**src/rtl/pwm_timer_bank.sv**
```systemverilog
// pwm_timer_bank: shared-timebase PWM / interval / one-shot timer bank.
//
// A single prescaler and period counter serve CH output channels. The period
// and the per-channel compare values are double-buffered. An update strobe loads
// the shadow copies. The active copies take the shadow values at each counter
// wrap, or on every cycle while the bank is disabled. This way a running period
// is never disturbed by a mid-period update.
//
// Ports:
//   clk            single clock, rising-edge active
//   reset          asynchronous active-high reset
//   enable         run control; low stops/clears the counter, outputs idle
//   prescale       counter advances once per prescale+1 enabled cycles
//   max_count      requested period P (counter runs 0..P)
//   compare        per-channel compare C, channel i in [i*WIDTH +: WIDTH]
//   update         one-cycle strobe capturing max_count/compare into shadow
//   mode           per channel: 00 off, 01 interval, 10 PWM, 11 one-shot
//   invert         per-channel output polarity
//   signal         registered channel outputs
//   period_tick    registered one-cycle pulse per counter wrap
//   o_dbg_os_state one-shot FSM state per channel (2 bits each)
module pwm_timer_bank #(
    parameter int WIDTH   = 16,
    parameter int CH      = 4,
    parameter int PRESC_W = 8
) (
    input  logic                  clk,
    input  logic                  reset,
    input  logic                  enable,
    input  logic [PRESC_W-1:0]    prescale,
    input  logic [WIDTH-1:0]      max_count,
    input  logic [CH*WIDTH-1:0]   compare,
    input  logic                  update,
    input  logic [2*CH-1:0]       mode,
    input  logic [CH-1:0]         invert,
    output logic [CH-1:0]         signal,
    output logic                  period_tick,
    output logic [2*CH-1:0]       o_dbg_os_state
);

    typedef enum logic [1:0] {
        OS_IDLE = 2'd0,
        OS_PEND = 2'd1,
        OS_ACT  = 2'd2,
        OS_DONE = 2'd3
    } os_state_t;

    logic [PRESC_W-1:0] r_psc;
    logic [WIDTH-1:0]   r_cnt;
    logic [WIDTH-1:0]   r_p_sh;
    logic [WIDTH-1:0]   r_p_act;
    logic [WIDTH-1:0]   r_c_sh  [CH];
    logic [WIDTH-1:0]   r_c_act [CH];
    os_state_t          r_os_state [CH];
    logic [CH-1:0]      r_signal;
    logic               r_tick;

    logic               w_adv;
    logic               w_wrap;
    logic [CH-1:0]      w_raw;

    assign w_adv  = enable && (r_psc == prescale);
    assign w_wrap = w_adv && (r_cnt == r_p_act);

    // Shared prescaler and period counter. Disabling clears both so a re-enable
    // always starts a fresh, aligned period.
    always_ff @(posedge clk or posedge reset) begin
        if (reset) begin
            r_psc  <= '0;
            r_cnt  <= '0;
            r_tick <= 1'b0;
        end else if (!enable) begin
            r_psc  <= '0;
            r_cnt  <= '0;
            r_tick <= 1'b0;
        end else begin
            r_tick <= w_wrap;
            if (w_adv) begin
                r_psc <= '0;
            end else begin
                r_psc <= r_psc + 1'b1;
            end
            if (w_wrap) begin
                r_cnt <= '0;
            end else if (w_adv) begin
                r_cnt <= r_cnt + 1'b1;
            end
        end
    end

    // Shadow/active double buffer. Nonblocking semantics mean an update that
    // lands on a wrap cycle moves the *old* shadow into active. The new value
    // therefore waits for the following wrap.
    always_ff @(posedge clk or posedge reset) begin
        if (reset) begin
            r_p_sh  <= '0;
            r_p_act <= '0;
            for (int i = 0; i < CH; i++) begin
                r_c_sh[i]  <= '0;
                r_c_act[i] <= '0;
            end
        end else begin
            if (update) begin
                r_p_sh <= max_count;
                for (int i = 0; i < CH; i++) begin
                    r_c_sh[i] <= compare[i*WIDTH +: WIDTH];
                end
            end
            if (w_wrap || !enable) begin
                r_p_act <= r_p_sh;
                for (int i = 0; i < CH; i++) begin
                    r_c_act[i] <= r_c_sh[i];
                end
            end
        end
    end

    // One-shot FSMs. Leaving mode 11 re-arms the channel through IDLE. With
    // enable low no wrap can occur, so PEND/ACT simply hold.
    always_ff @(posedge clk or posedge reset) begin
        if (reset) begin
            for (int i = 0; i < CH; i++) begin
                r_os_state[i] <= OS_IDLE;
            end
        end else begin
            for (int i = 0; i < CH; i++) begin
                if (mode[2*i +: 2] != 2'b11) begin
                    r_os_state[i] <= OS_IDLE;
                end else begin
                    case (r_os_state[i])
                        OS_IDLE: r_os_state[i] <= OS_PEND;
                        OS_PEND: if (w_wrap) r_os_state[i] <= OS_ACT;
                        OS_ACT:  if (w_wrap) r_os_state[i] <= OS_DONE;
                        default: r_os_state[i] <= OS_DONE;
                    endcase
                end
            end
        end
    end

    // Raw per-channel waveform from the current counter value. ACT spans exactly
    // one full period (entered and left on a wrap), so a one-shot emits one
    // C-count pulse.
    always_comb begin
        w_raw = '0;
        for (int i = 0; i < CH; i++) begin
            case (mode[2*i +: 2])
                2'b01:   w_raw[i] = w_wrap;
                2'b10:   w_raw[i] = (r_cnt < r_c_act[i]);
                2'b11:   w_raw[i] = (r_os_state[i] == OS_ACT) && (r_cnt < r_c_act[i]);
                default: w_raw[i] = 1'b0;
            endcase
        end
    end

    always_ff @(posedge clk or posedge reset) begin
        if (reset) begin
            r_signal <= '0;
        end else if (!enable) begin
            r_signal <= invert;
        end else begin
            r_signal <= w_raw ^ invert;
        end
    end

    assign signal      = r_signal;
    assign period_tick = r_tick;

    for (genvar g = 0; g < CH; g++) begin : g_dbg
        assign o_dbg_os_state[2*g +: 2] = r_os_state[g];
    end

endmodule

```
**config.mk**
```make
export PLATFORM = sky130hd
export DESIGN_NAME = pwm_timer_bank
export DESIGN_NICKNAME = d
export VERILOG_FILES = /design/src/rtl/pwm_timer_bank.sv
export SDC_FILE = /design/constraint.sdc
export NUM_CORES = 1
export LEC_CHECK = 0
export ABC_CLOCK_PERIOD_IN_PS = 8100
export BUFFER_PORTS_ARGS = -buffer_cell sky130_fd_sc_hd__buf_2
export CAP_MARGIN = 20
export CORE_MARGIN = 2
export CORE_UTILIZATION = 55
export DETAILED_ROUTE_END_ITERATION = 8
export PLACE_DENSITY = 0.76
export SYNTH_ARGS = -nofsm -noshare
export SYNTH_HDL_FRONTEND = slang
export SYNTH_SLANG_ARGS = --single-unit
export TNS_END_PERCENT = 100
```
**constraint.sdc**
```tcl
create_clock -name clk -period 8.1 [get_ports clk]
set_input_delay 1.62 -clock clk [delete_from_list [all_inputs] [get_ports clk]]
set_output_delay 1.62 -clock clk [all_outputs]
set_load 0.005 [all_outputs]
```
# Yosys cells after proc, flatten, opt, wreduce, memory -nomap -nowiden
# Index checks and enable logic that the tools add are counted.
dict set report classes {
  mux 21
  bitwise 1
  add_sub_neg 2
  n_lt_le_gt_ge 4
  n_eq_ne 35
  n_reduce_logical 16
}
# op count
set ops {}
lappend ops {{< comparator 16 bit} 4}
lappend ops {{2-to-1 mux 16 bit} 3}
lappend ops {{equality test 2 bit, second input constant} 12}
lappend ops {{!= test 3 bit, second input constant} 8}
lappend ops {{one-hot mux 2 bit (3 select lines)} 4}
lappend ops {{adder 16 x 1 -> 16 bit, second input constant} 1}
lappend ops {{equality test 16 bit} 1}
lappend ops {{equality test 2 x 1 -> 1 bit, second input constant} 8}
lappend ops {{2-to-1 mux 8 bit} 2}
lappend ops {{2-to-1 mux 2 bit} 6}
lappend ops {{one-hot mux 1 bit (3 select lines)} 4}
lappend ops {{adder 8 x 1 -> 8 bit, second input constant} 1}
lappend ops {{equality test 8 bit} 1}
lappend ops {{logical NOT 2 bit} 4}
lappend ops {{!= test 2 bit, second input constant} 4}
lappend ops {{AND reduction 2 bit} 4}
lappend ops {{logical AND 1 bit} 6}
lappend ops {{2-to-1 mux 4 bit} 1}
lappend ops {{XOR 4 bit} 1}
lappend ops {{!= test 3 x 1 -> 1 bit, second input constant} 1}
lappend ops {{logical NOT 1 bit} 1}
lappend ops {{logical OR 1 bit} 1}
lappend ops {{2-to-1 mux 1 bit} 1}
dict set report totals {
  elab_cells 97
  register_bits 197
  out_inout_bits 13
}

# Longest topological paths before layout
dict set report depth {
  depth_word 6
  depth_mapped 9
  ltp_nobuf 7
}

# Worst setup path before layout
# OpenSTA, ideal clock, no wires.
dict set report synth_timing {
  path_type {input port to flip-flop}
  from {input prescale[1]}
  to {register r_c_act[0] in the netlist's numbering}
  cell_stages 7
  setup_ns 0.127
  t_arrival_ns 2.981
  n_path_buf 2
  slack_ns 4.991
  path_cell_list {xnor2_1 -> nand4_1 -> nor4_2 -> a21bo_2 -> buf_6 -> buf_6 -> mux2_1}
}
dict set report synth_between {
  elab_chain_cells 4
}
# element line_no
set synth_rtl {}
lappend synth_rtl {{start: declaration} 30} ;# input logic [PRESC_W-1:0] prescale,
lappend synth_rtl {{equality test 8 bit} 62} ;# assign w_adv = enable && (r_psc == prescale);
lappend synth_rtl {{logical AND 1 bit} 62}
lappend synth_rtl {{logical AND 1 bit} 63} ;# assign w_wrap = w_adv && (r_cnt == r_p_act);
lappend synth_rtl {{logical OR 1 bit} 109} ;# if (w_wrap || !enable) begin
lappend synth_rtl {{end signal: indexed assignment} 112} ;# r_c_act[i] <= r_c_sh[i];
lappend synth_rtl {{end: declaration} 53} ;# logic [WIDTH-1:0] r_c_act [CH];
# Every way passes these cells.
# A chain may end at the register's enable or synchronous reset.

# Worst setup path in the final report
dict set report layout_timing {
  from {input prescale[0]}
  to {register r_c_act[1] in the netlist's numbering}
}
# The elaborated chain is that of the path after synthesis.

==> results.sh <==
export IMPL_seq_area_frac_synth_pct=51.1
export IMPL_worst_setup_path_type="in2reg"
export IMPL_worstMarginPinSlew_ns=1.03
export IMPL_finalHoldViolCount=0
export IMPL_cap_violations=0
export IMPL_antenna_found_initial=2
export IMPL_outcome="finished clean"
export IMPL_synth_edff_count=0
export IMPL_synth_top_area_share_pct=51.1
export IMPL_pre_cts_ws_ns=3.15
export IMPL_setup_viol=0
export IMPL_ctsResizeCount=0
export IMPL_synthTopCellsByCount="dfrtp_1 (197), mux2_2 (115), inv_1 (71)"
export IMPL_grt_usage_pct=23.2
export IMPL_syn_nets=949
export IMPL_finalCritPeriodShare_pct=55.7
export IMPL_firstDrtPassIters=5
export IMPL_drive_above_1_share_pct=29.6
export IMPL_fin_crit_ns=4.51
export IMPL_ff2ff_setup_slack_ns=4.18
export IMPL_start_util_pct=56.0
export IMPL_dpl_cell_count=1095
export IMPL_insertion_delay_ns=0.43
export IMPL_clk_pin_slew_ns=0.07
export IMPL_slew_headroom_pct=30.7
export IMPL_setup_slack_ns=3.59
export IMPL_globalplace_congestion=0.849
export IMPL_stdcell_count=1125
export IMPL_syn_area_sq_um=9650
export IMPL_grt_max_degree=127
export IMPL_area_growth_pct=13.9
export IMPL_postCtsSetupBuffers=0
export IMPL_rsz0062_at_grt="false"
export IMPL_synth_most_common_cell="dfrtp_1"
export IMPL_slew_violations=0
export IMPL_fp_dieH_microns=136
export IMPL_leakage_nw=5.20
export IMPL_synthCells=783
export IMPL_timing_fmax_mhz=222
export IMPL_r2r_end="r_c_act[1]"
export IMPL_clockBufferDepth=2
export IMPL_ys_ff_latch=197
export IMPL_place_hpwl_microns=13300
export IMPL_via_per_inst=5.67
export IMPL_wl_per_cell_microns=17.9
export IMPL_hold_slack_ns=0.489
export IMPL_grt_overflow_total=0
export IMPL_peakVddDrop_mv=0.155
export IMPL_hold_class="reg2reg"
export IMPL_h_tree_depth=4
export IMPL_drc=0
export IMPL_arrival_ns=4.82
export IMPL_antenna_left=0
export IMPL_grt_pass1_wl_microns=33000
export IMPL_hold_depth=1
export IMPL_crit_required_ns=8.40
export IMPL_finalClockSkew_ns=0.00801
export IMPL_cts_buffers=17
export IMPL_min_delay_start="r_c_act[11]"
export IMPL_io_pins=117
export IMPL_yosysTopAreaCell="dfrtp_1"
export IMPL_die_area_sq_um=18600
export IMPL_ys_warn_count=0
export IMPL_avgSynthCellArea_sq_um=12.3
export IMPL_rows=48
export IMPL_cts_sinks=197
export IMPL_endpoint_kind="register"
export IMPL_cts_root_buf="clkbuf_16"
export IMPL_fin_tns_setup_ns=0
export IMPL_ys_types=40
export IMPL_hold_buffers=0
export IMPL_die_x_microns=136
export IMPL_cts_tree="yes"
export IMPL_min_to="r_c_act[11]"
export IMPL_fin_nets=1055
export IMPL_worstReg2RegStart="r_cnt[6]"
export IMPL_drt_iter0_drc=453
export IMPL_crit_fanout=52
export IMPL_power_density_nw_per_um2=209
export IMPL_io_buffers=116
export IMPL_vias=6377
export IMPL_core_sq_um=17200
export IMPL_r2r_worst_path_cells=6
export IMPL_totalWireLength_microns=20100
export IMPL_async_flop_share_pct=100
export IMPL_fillers=1336
export IMPL_crit_path_start_kind="input pin"
export IMPL_ys_top_cells_by_area="dfrtp_1 (51%), mux2_2 (13%), ha_1 (8.0%), mux2_1 (5.3%), inv_1 (2.8%)"
export IMPL_ys_flop_type="dfrtp_1"
export IMPL_grt_pass1_vias=6400
## worst max path at each step
| stage | startpoint | endpoint | cells after the start |
|---|---|---|---|
| global route | prescale[0] | r_c_act[1] | 7 |
| detailed placement | prescale[0] | r_c_act[60] | 7 |
| floorplan | reset | o_dbg_os_state[0] | 1 |
| CTS | prescale[0] | r_p_act[10] | 7 |
| global placement | prescale[1] | r_c_act[58] | 7 |
| finish | prescale[0] | r_c_act[1] | 7 |
## cells by family (layout without fill, tap and decap cells)
kind of cell | count (synthesis) | count (layout) | share of synthesized area (%)
xor gates and xnor gates | 30 | 30 | 2.72
and+or+nand+nor | 125 | 125 | 7.31
other | 0 | 1 | 0
adders and majority gates | 62 | 62 | 8.04
AOI/OAI and AO/OA | 106 | 106 | 7.52
muxes | 160 | 160 | 18.7
DFF | 197 | 197 | 51.1
buffers and inverters | 103 | 219 | 4.64
## metal layers
layer / track usage (%) / vias up / share of wire, %
li1: - / 3022 / -
met2: 38.1 / 163 / 50
met1: 30.7 / 3165 / 43
met4: 7.00 / 2 / 1.4
met5: 0 / - / 0.055
met3: 5.74 / 25 / 5.8
## worst max-delay path, stage by stage
cell,delay (ns)
buf_2,0.10
xnor2_1,0.15
nand4_1,0.21
nor4_4,0.95
a21bo_4,0.66
buf_4,0.66
mux2_1,0.39
## cell type report
class	instances	area, sq um	area share, %
inverters	71	274	2.49
repair buffers	119	606	5.51
well taps	225	282	2.56
diodes	1	2.50	0.0228
flip-flops and latches	197	4930	44.9
clock buffers	20	457	4.16
clock inverters	9	154	1.40
multi-input cells	483	4290	39.0
## registers in the layout (all words and copies together) (netlist names)
signal / count
signal: 4
r_c_sh: 64
r_c_act: 64
o_dbg_os_state: 8
r_p_sh: 16
period_tick: 1
r_p_act: 16
r_cnt: 16
r_psc: 8
## cells in the final DEF, fill, tap and decap left out, types with 21 or more instances in the layout
| cell type | synthesis | routed |
|---|---|---|
| ha_1 | 62 | 62 |
| dfrtp_1 | 197 | 197 |
| buf_2 | 7 | 115 |
| mux2_2 | 115 | 115 |
| nand2_1 | 21 | 21 |
| inv_1 | 71 | 70 |
| mux2_1 | 45 | 45 |
| a21oi_1 | 26 | 26 |
| nand4_1 | 24 | 24 |
| xnor2_1 | 25 | 25 |
## power breakdown
group          switching [mW]  leakage (nW)  total [mW]  internal [mW]
logic                   0.127          2.53       0.270          0.143
clock network           0.354         0.294       0.881          0.528
registers              0.0615          2.37        1.15           1.09
## through the flow
| step | util [%] | total power [mW] | area, sq um |
|---|---|---|---|
| after detailed placement | 60.2 | 1.44 | 10400 |
| after global placement | 60.2 | 1.42 | 10400 |
| after floorplan | - | 1.35 | 9650 |
| final | 63.8 | 2.30 | 11000 |
| after global routing | 63.7 | 2.41 | 11000 |
| after CTS | 63.7 | 2.33 | 11000 |
Note: power is estimated with default switching activity, not from simulation.
